$ cat config.mk
export PLATFORM = sky130hd
export DESIGN_NAME = reg_wb_arbiter_flat
export DESIGN_NICKNAME = d
export VERILOG_FILES = /design/src/rtl/reg_wb_arbiter_pkg.sv /design/src/rtl/reg_wb_arbiter_if.sv /design/src/rtl/reg_wb_arbiter_load_align.sv /design/src/rtl/reg_wb_arbiter.sv /design/src/flat_wrapper.sv
export SDC_FILE = /design/constraint.sdc
export NUM_CORES = 1
export LEC_CHECK = 0
export BUFFER_PORTS_ARGS = -buffer_cell sky130_fd_sc_hd__buf_4
export CAP_MARGIN = 0
export CORE_ASPECT_RATIO = 0.7
export CORE_MARGIN = 2
export CORE_UTILIZATION = 47
export DETAILED_ROUTE_END_ITERATION = 6
export PLACE_DENSITY = 0.89
export SYNTH_ARGS = -nofsm -noshare
export SYNTH_HDL_FRONTEND = slang
export SYNTH_HIERARCHICAL = 1
export SYNTH_SLANG_ARGS = --single-unit
$ cat constraint.sdc
create_clock -name clk -period 2.5 [get_ports clk]
set_input_delay 0.5 -clock clk [delete_from_list [all_inputs] [get_ports clk]]
set_output_delay 0.5 -clock clk [all_outputs]
set_load 0.005 [all_outputs]
$ cat src/rtl/reg_wb_arbiter_pkg.sv
// Shared definitions for the register write-back arbiter.
// Register-file write-port constants, load sizes and grant encoding.
package reg_wb_arbiter_pkg;

    localparam logic        WriteEnable  = 1'b1;
    localparam logic        WriteDisable = 1'b0;
    localparam logic        RstEnable    = 1'b0;
    localparam logic [31:0] ZeroWord     = 32'h0000_0000;

    localparam logic [1:0] LD_BYTE = 2'd0;
    localparam logic [1:0] LD_HALF = 2'd1;
    localparam logic [1:0] LD_WORD = 2'd2;

    typedef enum logic [1:0] {
        GNT_NONE,
        GNT_LD,
        GNT_MD,
        GNT_ALU
    } gnt_e;

endpackage

$ cat src/rtl/reg_wb_arbiter_if.sv
// Producer requests, reservation input and register-file write port.
// master = producers/issue side, slave = the arbiter.
interface reg_wb_arbiter_if #(
    parameter int DW = 32,
    parameter int AW = 5
);
    logic          alu_valid;
    logic [AW-1:0] alu_addr;
    logic [DW-1:0] alu_data;
    logic          alu_ready;

    logic          ld_valid;
    logic [AW-1:0] ld_addr;
    logic [DW-1:0] ld_rdata;
    logic [1:0]    ld_size;
    logic          ld_signed;
    logic [1:0]    ld_offset;
    logic          ld_ready;

    logic          md_valid;
    logic [AW-1:0] md_addr;
    logic [DW-1:0] md_data;
    logic          md_ready;

    logic          rsv_en;
    logic [AW-1:0] rsv_addr;

    logic          wreg;
    logic [AW-1:0] waddr;
    logic [DW-1:0] wdata;
    logic [31:0]   busy_mask;
    logic          ld_err;

    modport master (
        output alu_valid, alu_addr, alu_data,
        input  alu_ready,
        output ld_valid, ld_addr, ld_rdata,
        output ld_size, ld_signed, ld_offset,
        input  ld_ready,
        output md_valid, md_addr, md_data,
        input  md_ready,
        output rsv_en, rsv_addr,
        input  wreg, waddr, wdata, busy_mask, ld_err
    );

    modport slave (
        input  alu_valid, alu_addr, alu_data,
        output alu_ready,
        input  ld_valid, ld_addr, ld_rdata,
        input  ld_size, ld_signed, ld_offset,
        output ld_ready,
        input  md_valid, md_addr, md_data,
        output md_ready,
        input  rsv_en, rsv_addr,
        output wreg, waddr, wdata, busy_mask, ld_err
    );

endinterface

$ cat src/rtl/reg_wb_arbiter_load_align.sv
// Load data formatter: lane select, zero/sign extension, alignment check.
// Size 3 is handled as a word access.
module load_align
    import reg_wb_arbiter_pkg::*;
(
    input  logic [31:0] rdata,
    input  logic [1:0]  size,
    input  logic        sgn,
    input  logic [1:0]  offset,
    output logic [31:0] data,
    output logic        misaligned
);

    logic [7:0]  b;
    logic [15:0] h;

    always_comb begin
        b          = rdata[{offset, 3'b000} +: 8];
        h          = offset[1] ? rdata[31:16] : rdata[15:0];
        data       = rdata;
        misaligned = 1'b0;
        case (size)
            LD_BYTE: data = {{24{sgn & b[7]}}, b};
            LD_HALF: begin
                data       = {{16{sgn & h[15]}}, h};
                misaligned = offset[0];
            end
            default: misaligned = (offset != 2'd0);
        endcase
    end

endmodule

$ cat src/rtl/reg_wb_arbiter.sv
// Register-file write-back arbiter: ld > md > alu with ALU anti-starvation,
// one registered commit per cycle and a pending-write scoreboard.
module reg_wb_arbiter
    import reg_wb_arbiter_pkg::*;
#(
    parameter int STARVE_LIM = 4,
    parameter int DW         = 32,
    parameter int AW         = 5
) (
    input logic             clk,
    input logic             resetn,
    reg_wb_arbiter_if.slave bus
);

    localparam int CW = $clog2(STARVE_LIM + 1);

    logic [CW-1:0] starve_cnt;
    gnt_e          gnt;
    logic          starved;

    logic [31:0]   ld_fmt;
    logic          ld_mis;

    logic [AW-1:0] g_addr;
    logic [DW-1:0] g_data;
    logic          g_we;
    logic          g_err;
    logic [31:0]   busy_nxt;

    load_align u_align (
        .rdata     (bus.ld_rdata[31:0]),
        .size      (bus.ld_size),
        .sgn       (bus.ld_signed),
        .offset    (bus.ld_offset),
        .data      (ld_fmt),
        .misaligned(ld_mis)
    );

    assign starved = (starve_cnt == CW'(STARVE_LIM)) && bus.alu_valid;

    always_comb begin
        gnt = GNT_NONE;
        if (resetn != RstEnable) begin
            if (starved)            gnt = GNT_ALU;
            else if (bus.ld_valid)  gnt = GNT_LD;
            else if (bus.md_valid)  gnt = GNT_MD;
            else if (bus.alu_valid) gnt = GNT_ALU;
        end
    end

    assign bus.ld_ready  = (gnt == GNT_LD);
    assign bus.md_ready  = (gnt == GNT_MD);
    assign bus.alu_ready = (gnt == GNT_ALU);

    always_comb begin
        g_addr = '0;
        g_data = '0;
        g_we   = WriteDisable;
        g_err  = 1'b0;
        unique case (gnt)
            GNT_LD: begin
                g_addr = bus.ld_addr;
                g_data = DW'(ld_fmt);
                g_we   = !ld_mis;
                g_err  = ld_mis;
            end
            GNT_MD: begin
                g_addr = bus.md_addr;
                g_data = bus.md_data;
                g_we   = WriteEnable;
            end
            GNT_ALU: begin
                g_addr = bus.alu_addr;
                g_data = bus.alu_data;
                g_we   = WriteEnable;
            end
            default: ;
        endcase
        // r0 is accepted and retired silently
        if (g_addr == '0) g_we = WriteDisable;
    end

    // Reservation applied after the clear so a same-cycle re-issue stays pending
    always_comb begin
        busy_nxt = bus.busy_mask;
        if (gnt != GNT_NONE) busy_nxt[g_addr] = 1'b0;
        if (bus.rsv_en)      busy_nxt[bus.rsv_addr] = 1'b1;
        busy_nxt[0] = 1'b0;
    end

    always_ff @(posedge clk) begin
        if (resetn == RstEnable) begin
            starve_cnt <= '0;
        end else if (bus.alu_valid && !bus.alu_ready) begin
            if (starve_cnt != CW'(STARVE_LIM))
                starve_cnt <= starve_cnt + 1'b1;
        end else begin
            starve_cnt <= '0;
        end
    end

    always_ff @(posedge clk) begin
        if (resetn == RstEnable) begin
            bus.wreg      <= WriteDisable;
            bus.waddr     <= '0;
            bus.wdata     <= DW'(ZeroWord);
            bus.busy_mask <= '0;
            bus.ld_err    <= 1'b0;
        end else begin
            bus.wreg      <= g_we;
            bus.ld_err    <= g_err;
            bus.busy_mask <= busy_nxt;
            if (gnt != GNT_NONE) begin
                bus.waddr <= g_addr;
                bus.wdata <= g_data;
            end
        end
    end

endmodule

$ cat src/flat_wrapper.sv
// flat-port wrapper written by rule: the top's interface ports become plain ports
module reg_wb_arbiter_flat import reg_wb_arbiter_pkg::*;
#(
    parameter int STARVE_LIM = 4,
    parameter int DW         = 32,
    parameter int AW         = 5
)
  (clk, resetn, bus_alu_valid, bus_alu_addr, bus_alu_data, bus_alu_ready, bus_ld_valid, bus_ld_addr, bus_ld_rdata, bus_ld_size, bus_ld_signed, bus_ld_offset, bus_ld_ready, bus_md_valid, bus_md_addr, bus_md_data, bus_md_ready, bus_rsv_en, bus_rsv_addr, bus_wreg, bus_waddr, bus_wdata, bus_busy_mask, bus_ld_err);
  reg_wb_arbiter_if #(.DW(DW), .AW(AW)) bus_i ();
  input logic clk;
  input logic resetn;
  input wire logic [$bits(bus_i.alu_valid)-1:0] bus_alu_valid;
  input wire logic [$bits(bus_i.alu_addr)-1:0] bus_alu_addr;
  input wire logic [$bits(bus_i.alu_data)-1:0] bus_alu_data;
  output wire logic [$bits(bus_i.alu_ready)-1:0] bus_alu_ready;
  input wire logic [$bits(bus_i.ld_valid)-1:0] bus_ld_valid;
  input wire logic [$bits(bus_i.ld_addr)-1:0] bus_ld_addr;
  input wire logic [$bits(bus_i.ld_rdata)-1:0] bus_ld_rdata;
  input wire logic [$bits(bus_i.ld_size)-1:0] bus_ld_size;
  input wire logic [$bits(bus_i.ld_signed)-1:0] bus_ld_signed;
  input wire logic [$bits(bus_i.ld_offset)-1:0] bus_ld_offset;
  output wire logic [$bits(bus_i.ld_ready)-1:0] bus_ld_ready;
  input wire logic [$bits(bus_i.md_valid)-1:0] bus_md_valid;
  input wire logic [$bits(bus_i.md_addr)-1:0] bus_md_addr;
  input wire logic [$bits(bus_i.md_data)-1:0] bus_md_data;
  output wire logic [$bits(bus_i.md_ready)-1:0] bus_md_ready;
  input wire logic [$bits(bus_i.rsv_en)-1:0] bus_rsv_en;
  input wire logic [$bits(bus_i.rsv_addr)-1:0] bus_rsv_addr;
  output wire logic [$bits(bus_i.wreg)-1:0] bus_wreg;
  output wire logic [$bits(bus_i.waddr)-1:0] bus_waddr;
  output wire logic [$bits(bus_i.wdata)-1:0] bus_wdata;
  output wire logic [$bits(bus_i.busy_mask)-1:0] bus_busy_mask;
  output wire logic [$bits(bus_i.ld_err)-1:0] bus_ld_err;
  assign bus_i.alu_valid = bus_alu_valid;
  assign bus_i.alu_addr = bus_alu_addr;
  assign bus_i.alu_data = bus_alu_data;
  assign bus_alu_ready = bus_i.alu_ready;
  assign bus_i.ld_valid = bus_ld_valid;
  assign bus_i.ld_addr = bus_ld_addr;
  assign bus_i.ld_rdata = bus_ld_rdata;
  assign bus_i.ld_size = bus_ld_size;
  assign bus_i.ld_signed = bus_ld_signed;
  assign bus_i.ld_offset = bus_ld_offset;
  assign bus_ld_ready = bus_i.ld_ready;
  assign bus_i.md_valid = bus_md_valid;
  assign bus_i.md_addr = bus_md_addr;
  assign bus_i.md_data = bus_md_data;
  assign bus_md_ready = bus_i.md_ready;
  assign bus_i.rsv_en = bus_rsv_en;
  assign bus_i.rsv_addr = bus_rsv_addr;
  assign bus_wreg = bus_i.wreg;
  assign bus_waddr = bus_i.waddr;
  assign bus_wdata = bus_i.wdata;
  assign bus_busy_mask = bus_i.busy_mask;
  assign bus_ld_err = bus_i.ld_err;
  reg_wb_arbiter #(.STARVE_LIM(STARVE_LIM), .DW(DW), .AW(AW)) u_core (.clk(clk), .resetn(resetn), .bus(bus_i));
endmodule
## After elaboration in Yosys (flattened, before gate mapping)

Index checks and enable logic that the tools add are counted.

| word-level totals | value |
|---|---|
| flip-flop bits (word level) | 74 |
| word-level logic and storage cells | 56 |

| cells by class | value |
|---|---|
| add/subtract/negate cells | 1 |
| magnitude comparators | 4 |
| equality and inequality tests | 6 |
| shift-type cells | 1 |
| muxes and demuxes | 17 |
| bitwise logic cells | 6 |
| reduce and logical (&&, ||, !) cells | 14 |

Operators with widths:

| kind | count |
|---|---|
| 32-bit case mux with 3 select lines | 1 |
| 32-bit two-way mux | 2 |
| 32-bit case mux with 2 select lines | 1 |
| 32-bit bitwise AND | 1 |
| 32-bit inverter | 1 |
| 32-bit OR | 1 |
| 32-bit by 6-bit indexed part select with 8-bit output | 1 |
| 16-bit two-way mux | 1 |
| 5-bit case mux with 3 select lines | 1 |
| 5-bit by 6-bit < comparator with 1-bit output (second input constant) | 2 |
| 1-bit demux with 5-bit select | 2 |
| 5-bit by 1-bit >= comparator with 1-bit output (second input constant) | 2 |
| 2-bit two-way mux | 5 |
| 5-bit zero test | 1 |
| 2-bit by 1-bit equality test with 1-bit output (second input constant) | 2 |
| 2-bit equality test (second input constant) | 2 |
| 1-bit logical AND | 4 |
| 1-bit case mux with 2 select lines | 2 |
| 2-bit AND reduction | 2 |
| 2-bit nonzero test | 2 |
| 2-bit OR reduction | 2 |
| 3-bit by 1-bit adder with 3-bit output (second input constant) | 1 |
| 3-bit equality test (second input constant) | 1 |
| 3-bit inequality test (second input constant) | 1 |
| 5 further kinds | 8 |

## Longest topological paths before layout

Gate-level depths: netlist of run 1.

| logic depth | value |
|---|---|
| depth after elaboration | 16 |
| gate-level depth with buffers | 10 |
| mapped depth without buffers | 7 |

## By module

The synthesis of run 1 kept the hierarchy.

Modules (own cells, without submodules):

| module | times used | cells an instance | area an instance (um2) | seq. area each (um2) |
|---|---|---|---|---|
| reg_wb_arbiter | 1 | 402 | 3398.3 | 1461.4 |
| load_align | 1 | 99 | 716.9 | 0.0 |

## Worst setup path before layout of run 1

No wires, ideal clock.

| timing | value |
|---|---|
| path kind | register to output |
| from | register u_core.starve_cnt[0] |
| to | output bus_md_ready |
| data arrival time | 1.579 ns |
| required time | 2.000 ns |
| slack | 0.421 ns |
| cell stages (with the launch flop) | 8 |
| path buffers | 3 |
| cell sequence | dfxtp_1 -> inv_1 -> ha_1 -> and3_1 -> buf_2 -> nor3b_4 -> buf_4 -> buf_2 |

| between the ends | value |
|---|---|
| longest elaborated chain between the ends | 5 |

RTL lines:

| item | line | text |
|---|---|---|
| start, declared | reg_wb_arbiter.sv:17 | `logic [CW-1:0] starve_cnt;` |
| start signal, assigned | reg_wb_arbiter.sv:96 | `starve_cnt <= starve_cnt + 1'b1;` |
| 3-bit equality test | reg_wb_arbiter.sv:39 | `assign starved = (starve_cnt == CW'(STARVE_LIM)) && bus.alu_valid;` |
| 1-bit logical AND | reg_wb_arbiter.sv:39 |  |
| 2-bit two-way mux | reg_wb_arbiter.sv:44 | `if (starved) gnt = GNT_ALU;` |
| 2-bit two-way mux | reg_wb_arbiter.sv:43 | `if (resetn != RstEnable) begin` |
| 2-bit equality test | reg_wb_arbiter.sv:52 | `assign bus.md_ready = (gnt == GNT_MD);` |
| end, declared | flat_wrapper.sv:26 | `output wire logic [$bits(bus_i.md_ready)-1:0] bus_md_ready;` |

Every way passes these cells.

## Final worst setup path of run 1

Ends and elaborated chain as after synthesis.

==> results of run 1 <==
==> metal layers <==
layer  GRT usage [%]  vias to the layer above  wire length (µm)
met5               0                        -                 0
li1                -                     2298                 -
met2            51.9                      413              7580
met3            7.74                       46              1960
met4            13.7                        0               456
met1            46.3                     2415              6930
==> Yosys cell counts (2+ instances only) <==
master                     instances  area (µm²)
sky130_fd_sc_hd__nand2_1          74         278
sky130_fd_sc_hd__dfxtp_1          73        1460
sky130_fd_sc_hd__a21oi_1          69         345
sky130_fd_sc_hd__a222oi_1         32         320
sky130_fd_sc_hd__nor2_1           29         109
sky130_fd_sc_hd__o21ai_0          29         145
sky130_fd_sc_hd__nor3_1           26         130
sky130_fd_sc_hd__clkbuf_1         25        93.8
sky130_fd_sc_hd__a221o_1          15         150
sky130_fd_sc_hd__a311oi_1         10        87.6
sky130_fd_sc_hd__buf_2            10        50.1
sky130_fd_sc_hd__o21ai_1          10        50.1
sky130_fd_sc_hd__a22o_1            8        70.1
sky130_fd_sc_hd__nand3b_1          7        52.6
sky130_fd_sc_hd__mux2_2            6        67.6
sky130_fd_sc_hd__nor3_2            6        60.1
sky130_fd_sc_hd__nor3b_1           6        45.0
sky130_fd_sc_hd__and4b_1           5        50.1
sky130_fd_sc_hd__inv_1             5        18.8
sky130_fd_sc_hd__buf_4             4        30.0
sky130_fd_sc_hd__a221oi_2          3        45.0
sky130_fd_sc_hd__and2_1            3        18.8
sky130_fd_sc_hd__and3_1            3        18.8
sky130_fd_sc_hd__buf_6             3        33.8
sky130_fd_sc_hd__mux2i_1           3        30.0
sky130_fd_sc_hd__nor2b_1           3        18.8
sky130_fd_sc_hd__o221a_2           3        33.8
sky130_fd_sc_hd__a21o_1            2        15.0
sky130_fd_sc_hd__a221o_2           2        22.5
sky130_fd_sc_hd__buf_1             2        7.51
sky130_fd_sc_hd__ha_1              2        25.0
sky130_fd_sc_hd__nand2b_1          2        12.5
sky130_fd_sc_hd__nand3_1           2        10.0
sky130_fd_sc_hd__nor3b_4           2        37.5
sky130_fd_sc_hd__or3b_2            2        17.5
==> state kept, by name, summed over array words and instances (netlist names) <==
| signal | flops |
|---|---|
| u_core/bus.ld_err | 1 |
| u_core/bus.wdata | 32 |
| u_core/bus.waddr | 5 |
| u_core/bus.wreg | 1 |
| u_core/starve_cnt | 3 |
| u_core/bus.busy_mask | 31 |
==> power groups by stage <==
| stage | logic, mW | clock network, mW | registers [mW] |
|---|---|---|---|
| 6_report | 0.722 | 1.19 | 1.25 |
| 5_1_grt | 0.768 | 1.24 | 1.25 |
| 4_1_cts | 0.704 | 1.20 | 1.25 |
| 3_5_place_dp | 0.698 | 0 | 1.27 |
| 3_3_place_gp | 0.686 | 0 | 1.27 |
| 2_1_floorplan | 0.328 | 0 | 1.27 |
==> cell families after synthesis <==
kind of cell	Yosys count
other cells	1
flops	73
compound gates	191
mux	11
fa+ha+maj	2
simple gates	173
buf+inv	50
==> worst max path at each step <==
stage / start / depth (start not counted) / endpoint
2_1_floorplan: u_core/starve_cnt[0] / 7 / bus_md_ready
3_3_place_gp: bus_ld_offset[1] / 6 / u_core/bus.wdata[10]
3_5_place_dp: bus_ld_offset[1] / 6 / u_core/bus.wdata[13]
4_1_cts: u_core/starve_cnt[0] / 6 / bus_md_ready
5_1_grt: u_core/starve_cnt[0] / 6 / bus_md_ready
6_report: u_core/starve_cnt[0] / 6 / bus_md_ready
==> stage by stage <==
stage               util, %  area, µm²  total power [mW]
floorplan                 -       4120              1.60
global placement       67.8       5750              1.96
detailed placement     67.8       5750              1.97
CTS                    70.9       6010              3.15
global route           70.9       6010              3.26
finish                 70.9       6010              3.16
==> placed cells by master (no fill, tap or decap), types with 3 or more instances in the layout <==
cell type,count
sky130_fd_sc_hd__a221oi_2,3
sky130_fd_sc_hd__nor3_1,26
sky130_fd_sc_hd__nor3_2,6
sky130_fd_sc_hd__a21oi_1,69
sky130_fd_sc_hd__and3_1,3
sky130_fd_sc_hd__o21ai_1,10
sky130_fd_sc_hd__clkbuf_1,3
sky130_fd_sc_hd__o221a_2,3
sky130_fd_sc_hd__mux2_2,6
sky130_fd_sc_hd__a222oi_1,32
sky130_fd_sc_hd__mux2i_1,3
sky130_fd_sc_hd__buf_4,223
sky130_fd_sc_hd__and2_1,3
sky130_fd_sc_hd__o21ai_0,29
sky130_fd_sc_hd__a22o_1,8
sky130_fd_sc_hd__nor2_1,28
sky130_fd_sc_hd__clkbuf_16,9
sky130_fd_sc_hd__a221o_1,15
sky130_fd_sc_hd__nand3b_1,7
sky130_fd_sc_hd__nor3b_1,6
sky130_fd_sc_hd__and4b_1,5
sky130_fd_sc_hd__inv_1,5
sky130_fd_sc_hd__a311oi_1,10
sky130_fd_sc_hd__dfxtp_1,73
sky130_fd_sc_hd__nand2_1,74
==> layout make-up <==
cell class | instances | area (µm²)
clock buffers | 14 | 264
fillers | 676 | 2470
inverters | 6 | 22.5
multi-input cells | 378 | 2440
flip-flops and latches | 73 | 1460
well taps | 120 | 150
repair buffers | 223 | 1670
==> worst max-delay path, cell delays in order (launching register included) <==
cell                      delay, ns
sky130_fd_sc_hd__dfxtp_1       0.35
sky130_fd_sc_hd__inv_1         0.05
sky130_fd_sc_hd__ha_1          0.23
sky130_fd_sc_hd__and3_1        0.24
sky130_fd_sc_hd__nor3b_4       0.41
sky130_fd_sc_hd__buf_4         0.21
sky130_fd_sc_hd__buf_4         0.12
==> tab_implementation.tex, run 1 <==
\begin{tabular}{lr}
\hline
Metric & Value \\
\hline
\multicolumn{2}{l}{\textbf{Synthesis}} \\
\quad Fraction of registers with async set/reset & 0\% \\
\quad Part of the Yosys area used for sequential elements & 35.5\% \\
\quad Number of synthesized flops with an enable pin & 0 \\
\quad Number of standard cells after synthesis & 501 \\
\quad Largest family of logic cells by synthesized area & compound AO/OA/AOI/OAI gates \\
\quad Mux cell area share after synthesis & 3.25\% \\
\quad Netlist Area Pre-Place & 0.00412 mm² \\
\quad Synthesized-area fraction occupied by and/or/nand/nor cells & 21.5\% \\
\quad Synthesis-stage register bit count & 73 \\
\quad Count of different cell masters after synthesis & 50 \\
\quad Synth Area in XOR/XNOR & 0\% \\
\quad Mapped Nets & 630 \\
\quad Leading register cell type out of synthesis & sky130\_fd\_sc\_hd\_\_dfxtp\_1 \\
\quad Synth warn & 6 \\
\quad Share of the synthesized area in compound gates (AO/OA/AOI/OAI) & 33.2\% \\
\quad Synthesized area per cell & 8.21 µm² \\
\quad Share of synthesized cell area in full adder, half adder and majority cells & 0.608\% \\
\multicolumn{2}{l}{\textbf{Critical path}} \\
\quad R2r startpoint & u\_core/starve\_cnt[0] \\
\quad Worst-case reg-to-reg path depth & 8 \\
\quad Worst endpoint required time & 2.00 ns \\
\quad Reg2reg end & u\_core/bus.busy\_mask[19] \\
\quad Worst R2R Setup Slack & 0.17 ns \\
\quad Startpoint type of the worst setup path & flip-flop \\
\quad Critical Setup Path Class & flip-flop to output pin \\
\quad Critical Path Fanout Max & 8 \\
\quad Worst Setup End Kind & output pin \\
\quad Worst EP arrival & 1.95 ns \\
\multicolumn{2}{l}{\textbf{Clocking}} \\
\quad Number of CTS-inserted buffers & 9 \\
\quad Number of hold-repair buffers added at the cts stage & 0 \\
\quad Clock network latency to the later pin of the worst-skew pair & 0.34 ns \\
\quad Number of clock sinks seen by CTS & 73 \\
\quad Resized cells post-CTS & 0 \\
\quad Register clock-pin slew on the reported worst setup and hold paths & 0.06 ns \\
\quad Post-CTS setup buffer count & 0 \\
\quad Clock Path Buffers & 2 \\
\quad CTS H-Tree Depth & 3 \\
\quad Clock root cell & sky130\_fd\_sc\_hd\_\_clkbuf\_16 \\
\quad CTS tree & built \\
\multicolumn{2}{l}{\textbf{Route}} \\
\quad Detailed router's first-iteration violation count & 688 \\
\quad Via count of the routed design & 5172 \\
\quad Residual DRC count & 4 \\
\quad First-pass iteration count of the detailed router & 7 \\
\quad Antenna Nets Post-Route & 0 \\
\quad Average via count per standard cell & 6.35 \\
\quad Total length of routed wires & 16900 µm \\
\quad DR WL/cell & 20.8 µm \\
\multicolumn{2}{l}{\textbf{Placement}} \\
\quad Half-perimeter wire length of the detailed placement result & 12900 µm \\
\quad Final estimated routing congestion in global placement & 0.999 \\
\quad Number of placed instances with taps included & 800 \\
\quad Number of input and output port buffers inserted & 199 \\
\quad Setup WS pre-CTS & 0.131 ns \\
\multicolumn{2}{l}{\textbf{STA}} \\
\quad Hold Fails Final Rpt & 0 \\
\quad Number of endpoints failing setup at the final stage & 0 \\
\quad Final sum of negative setup slack & 0 ns \\
\quad Worst slack on hold paths & 0.414 ns \\
\quad Transition at the pin with the smallest max-transition slack & 0.585 ns \\
\quad Maximum clock frequency & 409 MHz \\
\quad Setup clock skew after layout & 0.00641 ns \\
\quad RSZ-0062 raised after global routing & false \\
\quad Count of final max-slew check failures & 0 \\
\quad Part of the cycle the worst path needs & 97.8\% \\
\quad Final Critical Period & 2.45 ns \\
\quad Worst Setup Slack, final & 0.0538 ns \\
\quad Slew Limit Headroom & 60.8\% \\
\multicolumn{2}{l}{\textbf{Cells and area}} \\
\quad Nets & 820 \\
\quad Share of layout cells above drive strength 1 & 38.3\% \\
\quad Number of antenna repair diodes & 0 \\
\quad Final Non-Filler Cells & 814 \\
\quad Layout-stage area growth over the synthesis result & 46.1\% \\
\multicolumn{2}{l}{\textbf{Min path}} \\
\quad Worst hold path startpoint & bus\_md\_data[20] \\
\quad Worst Hold Path EP & u\_core/bus.wdata[20] \\
\quad Number of cells traversed by the worst hold path & 3 \\
\quad Worst min-delay path class & input port to flip-flop \\
\multicolumn{2}{l}{\textbf{Global routing}} \\
\quad Pin count of the biggest net entering global routing & 39 \\
\quad Number of global-route vias before repair & 4724 \\
\quad Antenna violations before repair & 0 \\
\quad Overflow left after global routing & 0 \\
\quad First-pass GRT wire length & 24500 µm \\
\quad Overall routing resource usage & 33.8\% \\
\multicolumn{2}{l}{\textbf{Floorplan}} \\
\quad Core footprint & 0.00848 mm² \\
\quad Number of top-level pins & 201 \\
\quad Site Rows & 28 \\
\quad Effective utilization at floorplan & 48.5\% \\
\quad Die area & 0.00953 mm² \\
\quad Die height & 82.3 µm \\
\quad X dimension of the die & 116 µm \\
\multicolumn{2}{l}{\textbf{Status}} \\
\quad Violated checks & design-rule violations \\
\quad Result of the run & finished, violations left \\
\multicolumn{2}{l}{\textbf{Pwr}} \\
\quad Net switching power of the design & 0.864 mW \\
\quad Sequential group share of total power & 39.6\% \\
\quad Switching share of total power & 27.4\% \\
\quad PD cells & 525 mW/mm² \\
\quad Leak pwr & 2.54 nW \\
\quad Power share of the clock group & 37.6\% \\
\quad Logic pwr share & 22.9\% \\
\quad Max rail drop VDD & 0.340 mV \\
\quad Int Pwr & 2.29 mW \\
\multicolumn{2}{l}{\textbf{Job}} \\
\quad Total of max-cap violations & 0 \\
\hline
\end{tabular}
No activity file was read; power rests on OpenSTA's default activity.
==> run 2, diff against run 1 <==
Settings changed: ABC_AREA set to 1, CTS_CLUSTER_DIAMETER set to 200.
==> tab_implementation.tex, run 2 <==
\begin{tabular}{lr}
\hline
Metric & Value \\
\hline
\multicolumn{2}{l}{\textbf{Status}} \\
\quad Result of the run & finished, final reports clean \\
\multicolumn{2}{l}{\textbf{Critical path}} \\
\quad Family with the most delay on the worst path & simple AND/OR/NAND/NOR gates \\
\quad Levels on crit path & 6 \\
\quad Cell with the largest stage delay on the worst path & sky130\_fd\_sc\_hd\_\_dfxtp\_1 \\
\quad Worst EP arrival & 1.88 ns \\
\quad Startpoint type of the worst setup path & flip-flop \\
\quad Worst R2R Setup Slack & 0.25 ns \\
\quad Count of buffering cells on the critical path with inverters included & 2 \\
\quad Reg2reg end & u\_core/bus.busy\_mask[5] \\
\quad Worst endpoint required time & 2.00 ns \\
\quad Worst-case reg-to-reg path depth & 12 \\
\quad R2r startpoint & u\_core/starve\_cnt[0] \\
\quad Maximum single-stage delay on the critical path & 0.33 ns \\
\quad Critical Setup Path Class & flip-flop to output pin \\
\quad Ordered list of cells on the worst path & inv\_1, ha\_1, nand3\_1, nand3\_2, nor2\_4, buf\_4 \\
\quad Critical Path Fanout Max & 11 \\
\quad Worst Setup End Kind & output pin \\
\multicolumn{2}{l}{\textbf{Synthesis}} \\
\quad Dominant cell by count in the synthesized netlist & sky130\_fd\_sc\_hd\_\_nand2\_1 \\
\quad Synth Area in XOR/XNOR & 0.407\% \\
\quad Number of synthesized flops with an enable pin & 0 \\
\quad Fraction of registers with async set/reset & 0\% \\
\quad Largest family of logic cells by synthesized area & simple AND/OR/NAND/NOR gates \\
\quad Mapped Nets & 782 \\
\quad Number of standard cells after synthesis & 653 \\
\quad Netlist Area Pre-Place & 0.00430 mm² \\
\quad Largest area contributor in the synthesized netlist & sky130\_fd\_sc\_hd\_\_dfxtp\_1 \\
\quad Count of different cell masters after synthesis & 29 \\
\quad Synth warn & 6 \\
\quad Synthesized-area fraction occupied by and/or/nand/nor cells & 39.1\% \\
\quad Synthesized area per cell & 6.58 µm² \\
\quad Leading register cell type out of synthesis & sky130\_fd\_sc\_hd\_\_dfxtp\_1 \\
\quad Part of the Yosys area used for sequential elements & 34.0\% \\
\quad Synthesis-stage register bit count & 73 \\
\quad Main area contributors after synthesis & sky130\_fd\_sc\_hd\_\_dfxtp\_1, sky130\_fd\_sc\_hd\_\_nand2\_1, sky130\_fd\_sc\_hd\_\_a21oi\_1, sky130\_fd\_sc\_hd\_\_nand3\_2, sky130\_fd\_sc\_hd\_\_o21ai\_0 \\
\quad Ranking of synthesized cells by instance count & sky130\_fd\_sc\_hd\_\_nand2\_1, sky130\_fd\_sc\_hd\_\_dfxtp\_1, sky130\_fd\_sc\_hd\_\_a21oi\_1 \\
\quad Share of the synthesized area in compound gates (AO/OA/AOI/OAI) & 18.7\% \\
\quad Mux cell area share after synthesis & 0\% \\
\quad Share of synthesized cell area in full adder, half adder and majority cells & 0.582\% \\
\quad Proportion of netlist area held by the largest area contributor & 34.0\% \\
\multicolumn{2}{l}{\textbf{Job}} \\
\quad Total of max-cap violations & 0 \\
\multicolumn{2}{l}{\textbf{Global routing}} \\
\quad Overall routing resource usage & 29.9\% \\
\quad Number of global-route vias before repair & 4761 \\
\quad Overflow left after global routing & 0 \\
\quad Pin count of the biggest net entering global routing & 38 \\
\quad First-pass GRT wire length & 23800 µm \\
\quad Antenna violations before repair & 0 \\
\multicolumn{2}{l}{\textbf{Cells and area}} \\
\quad Nets & 972 \\
\quad Final design area excluding fillers & 0.00623 mm² \\
\quad Regs by FF count & u\_core/bus.wdata x32, u\_core/bus.busy\_mask x31, u\_core/bus.waddr x5 \\
\quad Number of antenna repair diodes & 0 \\
\quad Layout Utilization & 69.5\% \\
\quad Leading cell types in the layout, fill and taps excluded & sky130\_fd\_sc\_hd\_\_nand2\_1, sky130\_fd\_sc\_hd\_\_buf\_4, sky130\_fd\_sc\_hd\_\_dfxtp\_1, sky130\_fd\_sc\_hd\_\_a21oi\_1, sky130\_fd\_sc\_hd\_\_o21ai\_0 \\
\quad Most common cell after layout, fill and taps aside & sky130\_fd\_sc\_hd\_\_nand2\_1 \\
\quad Number of flip-flops under the largest register name & 32 \\
\quad Share of layout cells above drive strength 1 & 33.4\% \\
\quad Layout-stage area growth over the synthesis result & 44.9\% \\
\quad Register containing the most flip-flops in the final layout & u\_core/bus.wdata \\
\multicolumn{2}{l}{\textbf{STA}} \\
\quad Slew Limit Headroom & 60.9\% \\
\quad Count of final max-slew check failures & 0 \\
\quad Hold Fails Final Rpt & 0 \\
\quad Final sum of negative setup slack & 0 ns \\
\quad Setup clock skew after layout & 0.00651 ns \\
\quad Number of endpoints failing setup at the final stage & 0 \\
\quad Transition at the pin with the smallest max-transition slack & 0.582 ns \\
\quad Part of the cycle the worst path needs & 95.0\% \\
\quad RSZ-0062 raised after global routing & false \\
\quad Final Critical Period & 2.38 ns \\
\quad Maximum clock frequency & 421 MHz \\
\multicolumn{2}{l}{\textbf{Floorplan}} \\
\quad Core footprint & 0.00896 mm² \\
\quad X dimension of the die & 118 µm \\
\quad Effective utilization at floorplan & 48.0\% \\
\quad Site Rows & 29 \\
\quad Die height & 84.0 µm \\
\quad Die area & 0.00994 mm² \\
\quad Number of top-level pins & 201 \\
\multicolumn{2}{l}{\textbf{Placement}} \\
\quad Number of input and output port buffers inserted & 199 \\
\quad Half-perimeter wire length of the detailed placement result & 11500 µm \\
\quad Placed cell areas & 0.00589 mm² \\
\quad Final estimated routing congestion in global placement & 0.938 \\
\multicolumn{2}{l}{\textbf{Route}} \\
\quad Detailed router's first-iteration violation count & 622 \\
\quad DR WL/cell & 15.6 µm \\
\quad Average via count per standard cell & 5.41 \\
\quad Total length of routed wires & 15200 µm \\
\quad Via count of the routed design & 5261 \\
\quad Residual DRC count & 0 \\
\quad First-pass iteration count of the detailed router & 5 \\
\quad Antenna Nets Post-Route & 0 \\
\multicolumn{2}{l}{\textbf{Clocking}} \\
\quad Clock network latency to the later pin of the worst-skew pair & 0.33 ns \\
\quad Register clock-pin slew on the reported worst setup and hold paths & 0.06 ns \\
\quad Clock Path Buffers & 2 \\
\quad Number of CTS-inserted buffers & 9 \\
\quad CTS H-Tree Depth & 3 \\
\quad CTS tree & built \\
\quad Number of clock sinks seen by CTS & 73 \\
\quad Clock root cell & sky130\_fd\_sc\_hd\_\_clkbuf\_16 \\
\multicolumn{2}{l}{\textbf{Min path}} \\
\quad Worst hold path startpoint & bus\_alu\_data[20] \\
\quad Number of cells traversed by the worst hold path & 3 \\
\quad Worst Hold Path EP & u\_core/bus.wdata[20] \\
\quad Worst min-delay path class & input port to flip-flop \\
\multicolumn{2}{l}{\textbf{Pwr}} \\
\quad PD cells & 544 mW/mm² \\
\quad Max rail drop VDD & 0.408 mV \\
\quad Leak pwr & 2.98 nW \\
\quad Total power & 3.39 mW \\
\hline
\end{tabular}
[run 2: changes by cell type after synthesis, sizes merged, moves of 10 or more]
cell | before | now
nand2 | 74 | 252
nand3 | 2 | 63
a222oi | 32 | 0
a31oi | 1 | 33
inv | 6 | 26
nor3 | 32 | 12
a221o | 17 | 0
a311oi | 10 | 0
clkbuf | 25 | 15
[run 2: kinds of logic after synthesis]
logic type	count (synthesis)
compound gates	152
fa+ha+maj	2
buf+inv	63
flops	73
simple gates	360
xor+xnor	2
other cells	1
[run 2: power by group]
group	switching (mW)	total (mW)	internal (mW)
Sequential	0.0310	1.25	1.22
Clock	0.488	1.42	0.930
Combinational	0.387	0.717	0.330
[run 2: area by class of cell]
cell class	count	area, µm²
clock buffer	12	256
clock inverter	4	73.8
fill	768	2730
inverter	26	103
multi-input combinational	517	2550
sequential	73	1460
tap	124	155
timing repair buffer	216	1630
[run 2: routing by layer]
metal / vias to the layer above / share of wire [%] / track usage (%)
met3: 17 / 12 / 8.67
met2: 311 / 43 / 44.1
li1: 2570 / - / -
met4: 0 / 1.2 / 7.12
met1: 2363 / 44 / 42.9
met5: - / 0 / 0
[run 2: worst max-delay path by stage]
stage	start	end	slack [ns]
floorplan	u_core/starve_cnt[0]	bus_md_ready	0.60
global placement	bus_ld_valid	u_core/bus.busy_mask[17]	0.35
detailed placement	bus_ld_valid	u_core/bus.busy_mask[5]	0.26
CTS	u_core/starve_cnt[0]	bus_alu_ready	0.1
global route	u_core/starve_cnt[0]	u_core/bus.busy_mask[24]	0.006
finish	u_core/starve_cnt[0]	bus_md_ready	0.12
[run 2: through the flow]
| stage | std cells | hold slack [ns] | setup slack (ns) |
|---|---|---|---|
| 6_report | 972 | 0.439 | 0.124 |
| 5_1_grt | 972 | 0.429 | 0.00603 |
| 4_1_cts | 972 | 0.434 | 0.0956 |
| 3_5_place_dp | 956 | 0.453 | 0.260 |
| 3_3_place_gp | 956 | 0.452 | 0.354 |
| 2_1_floorplan | 653 | 0.455 | 0.599 |
[run 2: tightest hold or removal path, cell delays in order]
cell                      delay [ns]
sky130_fd_sc_hd__buf_4          0.10
sky130_fd_sc_hd__nand2_1        0.05
sky130_fd_sc_hd__a31oi_1        0.07
[run 2: repair_timing]
| action | 4_1_cts | 5_1_grt |
|---|---|---|
| buffers inserted | 0 | 0 |
| setup endpoints to repair | 0 | 8 |
| hold buffers | 0 | 0 |
| resized for setup | 0 | 3 |
| endpoints found under the hold margin | 0 | 0 |
